File: config.mk
export PLATFORM = sky130hd
export DESIGN_NAME = instr_fetch
export DESIGN_NICKNAME = d
export VERILOG_FILES = /design/src/rtl/instr_fetch.sv
export SDC_FILE = /design/constraint.sdc
export NUM_CORES = 1
export LEC_CHECK = 0
export ABC_CLOCK_PERIOD_IN_PS = 2570
export BUFFER_PORTS_ARGS = -buffer_cell sky130_fd_sc_hd__buf_2
export CAP_MARGIN = 20
export CORE_MARGIN = 3
export CORE_UTILIZATION = 54
export CTS_CLUSTER_SIZE = 24
export DETAILED_ROUTE_END_ITERATION = 7
export MAX_ROUTING_LAYER = met4
export PLACE_DENSITY = 0.81
export RECOVER_POWER = 25
export SLEW_MARGIN = 25
export SYNTH_ARGS = -nofsm -noshare
export SYNTH_HDL_FRONTEND = slang
export SYNTH_SLANG_ARGS = --single-unit
export TNS_END_PERCENT = 5
File: constraint.sdc
create_clock -name clk -period 2.57 [get_ports clk]
set_input_delay 0.257 -clock clk [delete_from_list [all_inputs] [get_ports clk]]
set_output_delay 0.257 -clock clk [all_outputs]
set_load 0.02 [all_outputs]
File: src/rtl/instr_fetch.sv
// Prefetching instruction fetch unit with a first-word fall-through buffer.
// Define INSTR_FETCH_STATS_EN to add saturating fetch/flush counters.
module instr_fetch #(
   parameter int                     WIDTH_INSTR = 16,
   parameter int                     WIDTH_JDATA = 24,
   parameter int                     FIFO_DEPTH  = 4,
   parameter logic [WIDTH_JDATA-1:0] BOOT_ADDR   = '0
) (
   input  logic                   clk,
   input  logic                   rst_n,
   input  logic                   start,
   input  logic                   halt,
   output logic                   imem_en,
   output logic [WIDTH_JDATA-1:0] imem_addr,
   input  logic [WIDTH_INSTR-1:0] imem_rdata,
   output logic [WIDTH_INSTR-1:0] instr,
   output logic                   valid,
   input  logic                   next_instr,
   input  logic                   jump,
   input  logic [WIDTH_JDATA-1:0] jdata,
   output logic                   exe_flush,
   output logic                   busy,
   output logic [WIDTH_JDATA-1:0] pc
`ifdef INSTR_FETCH_STATS_EN
   ,
   output logic [31:0]            fetch_cnt,
   output logic [15:0]            flush_cnt
`endif
);

   localparam int AW = $clog2(FIFO_DEPTH);
   localparam int CW = AW + 1;
   localparam logic [CW:0] DEPTH_C = (CW+1)'(FIFO_DEPTH);

   typedef enum logic [1:0] {IDLE, RUN, FLUSH} state_t;

   state_t                 state_q, state_d;
   logic [WIDTH_JDATA-1:0] pc_q, pc_d;
   logic                   inflight_q;
   logic [AW-1:0]          rd_ptr_q, wr_ptr_q;
   logic [CW-1:0]          cnt_q, cnt_d;
   logic [WIDTH_INSTR-1:0] mem_q [FIFO_DEPTH];
   logic                   req, clr, push, pop;
   logic [CW:0]            occ;

   // Outstanding requests count against capacity so a response always has a slot.
   assign occ = {1'b0, cnt_q} + {{CW{1'b0}}, inflight_q};

   always_comb begin
      state_d = state_q;
      pc_d    = pc_q;
      req     = 1'b0;
      clr     = 1'b0;
      unique case (state_q)
         IDLE: begin
            if (start) begin
               state_d = RUN;
               pc_d    = BOOT_ADDR;
               clr     = 1'b1;
            end
         end
         RUN: begin
            if (jump) begin
               state_d = FLUSH;
               pc_d    = jdata;
               clr     = 1'b1;
            end else if (halt) begin
               state_d = IDLE;
            end else if (occ < DEPTH_C) begin
               req  = 1'b1;
               pc_d = pc_q + WIDTH_JDATA'(1);
            end
         end
         FLUSH: state_d = RUN;
         default: state_d = IDLE;
      endcase
   end

   assign valid = (state_q == RUN) && (cnt_q != '0);
   assign push  = inflight_q && !clr;
   assign pop   = valid && next_instr && !clr;

   always_comb begin
      cnt_d = cnt_q;
      if (push && !pop) begin
         cnt_d = cnt_q + CW'(1);
      end else if (!push && pop) begin
         cnt_d = cnt_q - CW'(1);
      end
   end

   always_ff @(posedge clk or negedge rst_n) begin
      if (!rst_n) begin
         state_q    <= IDLE;
         pc_q       <= BOOT_ADDR;
         inflight_q <= 1'b0;
         rd_ptr_q   <= '0;
         wr_ptr_q   <= '0;
         cnt_q      <= '0;
      end else begin
         state_q    <= state_d;
         pc_q       <= pc_d;
         inflight_q <= req;
         if (clr) begin
            rd_ptr_q <= '0;
            wr_ptr_q <= '0;
            cnt_q    <= '0;
         end else begin
            if (push) wr_ptr_q <= wr_ptr_q + AW'(1);
            if (pop)  rd_ptr_q <= rd_ptr_q + AW'(1);
            cnt_q <= cnt_d;
         end
      end
   end

   always_ff @(posedge clk) begin
      if (push) mem_q[wr_ptr_q] <= imem_rdata;
   end

   assign imem_en   = req;
   assign imem_addr = pc_q;
   assign pc        = pc_q;
   assign instr     = mem_q[rd_ptr_q];
   assign busy      = (state_q != IDLE);
   assign exe_flush = (state_q == FLUSH);

`ifdef INSTR_FETCH_STATS_EN
   logic [31:0] fetch_cnt_q;
   logic [15:0] flush_cnt_q;

   always_ff @(posedge clk or negedge rst_n) begin
      if (!rst_n) begin
         fetch_cnt_q <= '0;
         flush_cnt_q <= '0;
      end else begin
         if (pop && fetch_cnt_q != '1) fetch_cnt_q <= fetch_cnt_q + 32'd1;
         if (state_d == FLUSH && flush_cnt_q != '1) flush_cnt_q <= flush_cnt_q + 16'd1;
      end
   end

   assign fetch_cnt = fetch_cnt_q;
   assign flush_cnt = flush_cnt_q;
`endif

endmodule

==> summary.md <==
| Metric | Value |
|---|---|
| Initial antenna violation count | 0 |
| Synth Flop Type | edfxtp_1 |
| Post-synth EDFFs | between 60 and 70 |
| #FFs+latches synth | 98 |
| Area growth syn-to-layout | 14.1% |
| # port buffers | 113 |
| Core ar. | 8300 um^2 |
| Total wire length | about 9600 um |
| Synth top area cells | edfxtp_1 (41%), dfrtp_1 (18%), mux4_2 (7.7%) |
| Fill cells | around 650 |
| CP Capture Type | output pin |
| DP HPWL | roughly 7000 um |
| Largest net degree at the start of global routing | 35 |
| Worst reg-to-reg path cell count | 7 |
| Outcome | finished, violations left |
| CTS tree | built |
| Mapped Nets | ~420 |
| Number of buffers created by CTS | 9 |
| Post-Layout Cell Count | approximately 570 |
| Root buffer cell | clkbuf_8 |
| Setup Viol. Count Final | 0 |
| Pins Over Slew Limit | 35 |
| Setup TNS Final | 0 ps |
| Overall power | 4.31 mW |
| Async S/R FF share, synth | 34.7% |
| Initial core utilization | 56.4% |
| P per Cell Area | ~810 nW/um^2 |
| Clk sinks | just under 100 |
| Worst Hold End | imem_addr[14] |
| WS Path Type | reg2out |
| Antenna cells | 0 |
| Max Clock Freq | approximately 0.42 GHz |
| Slew @ Worst Pin | around 1800 ps |
| Crit Path Max Fanout | 12 |
| Die area | 9810 um^2 |
| Placed cell count | around 550 |
| Via count | 3176 |
| First-pass GRT wire length | between 15000 and 20000 um |
| Iteration-0 DRC Markers | around 160 |
| Drt first pass iters | 5 |
| Hold slack | ~110 ps |
| Routed wire per std cell | ~17 um |
| Post-CTS Setup Inserts | 0 |
| Top-area cell type share of the netlist area | between 40% and 50% |
| Most instantiated cells after synthesis | edfxtp_1 (64), nand2_1 (37), dfrtp_1 (34) |
| Final net count | slightly above 500 |
| Skew-Pair Late Insertion Delay | between 300 and 400 ps |
| Via-per-instance ratio | 5.59 |
| Final hold vios | 0 |
| Fin crit period | 2360 ps |
| Grt total ovfl | 0 |
| R2r startpoint | state_q[0] |
| Share of cells above drive strength 1 | ~31% |
| # DRC | 0 |
| CTS H-tree lvls | 3 |
| Antenna viol nets, final | 0 |
| Req. time, crit path | 2310 ps |
| Boundary Pins | between 100 and 150 |
| Die Y | 99.1 um |
| Max Clock Skew | between 10 and 15 ps |
| Worst setup SP type | flip-flop |
| Failing checks | max-capacitance violations, max-slew violations |
| All-layer global routing usage | 21.2% |
| Hold_sp | jdata[14] |
| CTS Buffer Depth | 2 |
| Worst VDD drop | a little under 500 uV |
| Netlist cell types | 53 |
| Ys Warns | 0 |
| Leak | roughly 2.2 nW |
| Area leader, netlist | edfxtp_1 |
| Critical path arrival | 2100 ps |
| Post-synthesis sequential area ratio | about three fifths |
| Setup repair after global routing missed its margin | false |
| Mapped Area | around 4700 um^2 |
| DIE WIDTH | a little under 100 um |
| R2r endpoint | cnt_q[2] |
| Hold Path Cell Cnt | 3 |
| Clk slew on worst S/H paths | approximately 90 ps |
| Rel. slew slack | -19.1% |
| Top-count cell post-synth | edfxtp_1 |
| Gpl congestion | 0.891 |
| Reg2Reg Setup Slack | 410 ps |
| Worst min path class | in2reg |
| Cells after Synth | approximately 360 |
| Avg Cell Area, Syn | ~13 um^2 |
| Final core utilization | 64.3% |
| Tcrit/Tclk final | about nine tenths |
| Vias in the first global route | 3160 |
| Max_cap viols | 1 |
| Row cnt | 33 |
layout make-up:
class | instances | area [um^2] | share of cell area [%]
sequential | 98 | 2770 | 51.9
timing repair buffer | 124 | 629 | 11.8
multi-input combinational | 213 | 1590 | 29.7
clock inverter | 5 | 40.0 | 0.750
tap | 105 | 131 | 2.46
clock buffer | 10 | 128 | 2.39
inverter | 13 | 48.8 | 0.914
flip-flops by register name, summed over array words and instances (netlist names):
signal / flops
mem_q: 64
state_q: 2
inflight_q: 1
imem_addr: 24
wr_ptr_q: 2
cnt_q: 3
rd_ptr_q: 2
cells by family after synthesis:
group	Yosys count	share of synthesized area, %
AOI/OAI and AO/OA	70	9.63
xor gates and xnor gates	11	2.06
adders and majority gates	6	1.77
buffers and inverters	52	6.77
DFF	98	59.3
muxes	22	8.99
and+or+nand+nor	104	11.5
how the worst max path moves through the flow:
stage | from | end | slack [ps] | cells after the start
after global placement | state_q[1] | cnt_q[2] | 520 | 7
after global routing | inflight_q | imem_en | 60 | 4
after CTS | inflight_q | imem_en | 230 | 4
final | inflight_q | imem_en | 210 | 4
after detailed placement | state_q[0] | cnt_q[2] | 410 | 7
after floorplan | state_q[0] | cnt_q[2] | 560 | 8
where the power goes:
part,total [mW],switching (mW),internal (mW)
Sequential,2.08,0.239,1.84
Combinational,1.36,0.837,0.522
Clock,0.872,0.516,0.356
Total,4.31,1.59,2.71
metrics by stage:
stage / area, um^2 / setup WS, ps
floorplan: 4680 / 565
global placement: 5180 / 517
detailed placement: 5180 / 408
CTS: 5360 / 234
global route: 5340 / 60.9
finish: 5340 / 211
worst max-delay path, cell delays in order, from the launching register on:
cell and delay, ps:
dfrtp_1 520, a311oi_1 570, nand3_1 180, inv_1 260
buf_2 220
repair_timing:
| action | CTS | global route |
|---|---|---|
| hold buffers | 1 | 0 |
| endpoints found under the hold margin | 34 | 0 |
| resized for setup | 0 | 0 |
metal layers:
metal / share of wire, % / GRT usage [%] / vias to the layer above / wire length [um]
met3: 4.5 / 3.33 / 14 / 430
met1: 44 / 28.1 / 1543 / 4190
met4: 1.7 / 6.93 / 0 / 162
met5: 0 / - / - / 0
met2: 50 / 33.8 / 100 / 4800
li1: - / - / 1519 / -
cells in the final DEF, fill, tap and decap left out, drive strengths merged, types with 3 or more instances in the layout:
cell type,synthesis,routed
a31oi,7,7
o31ai,3,3
o21ai,25,25
a21o,4,4
inv,13,15
nand4,6,6
dfrtp,34,34
xnor2,5,5
clkbuf,11,27
a21oi,12,12
and3,9,9
o311ai,5,5
nand3,11,11
xor2,6,6
nor2,18,18
mux4,16,16
a211oi,3,3
nor3,5,5
nand2,37,37
ha,5,5
and2,3,3
edfxtp,64,64
nor3b,3,3
mux2i,6,6
buf,28,106
(Power assumes the default switching activity.)
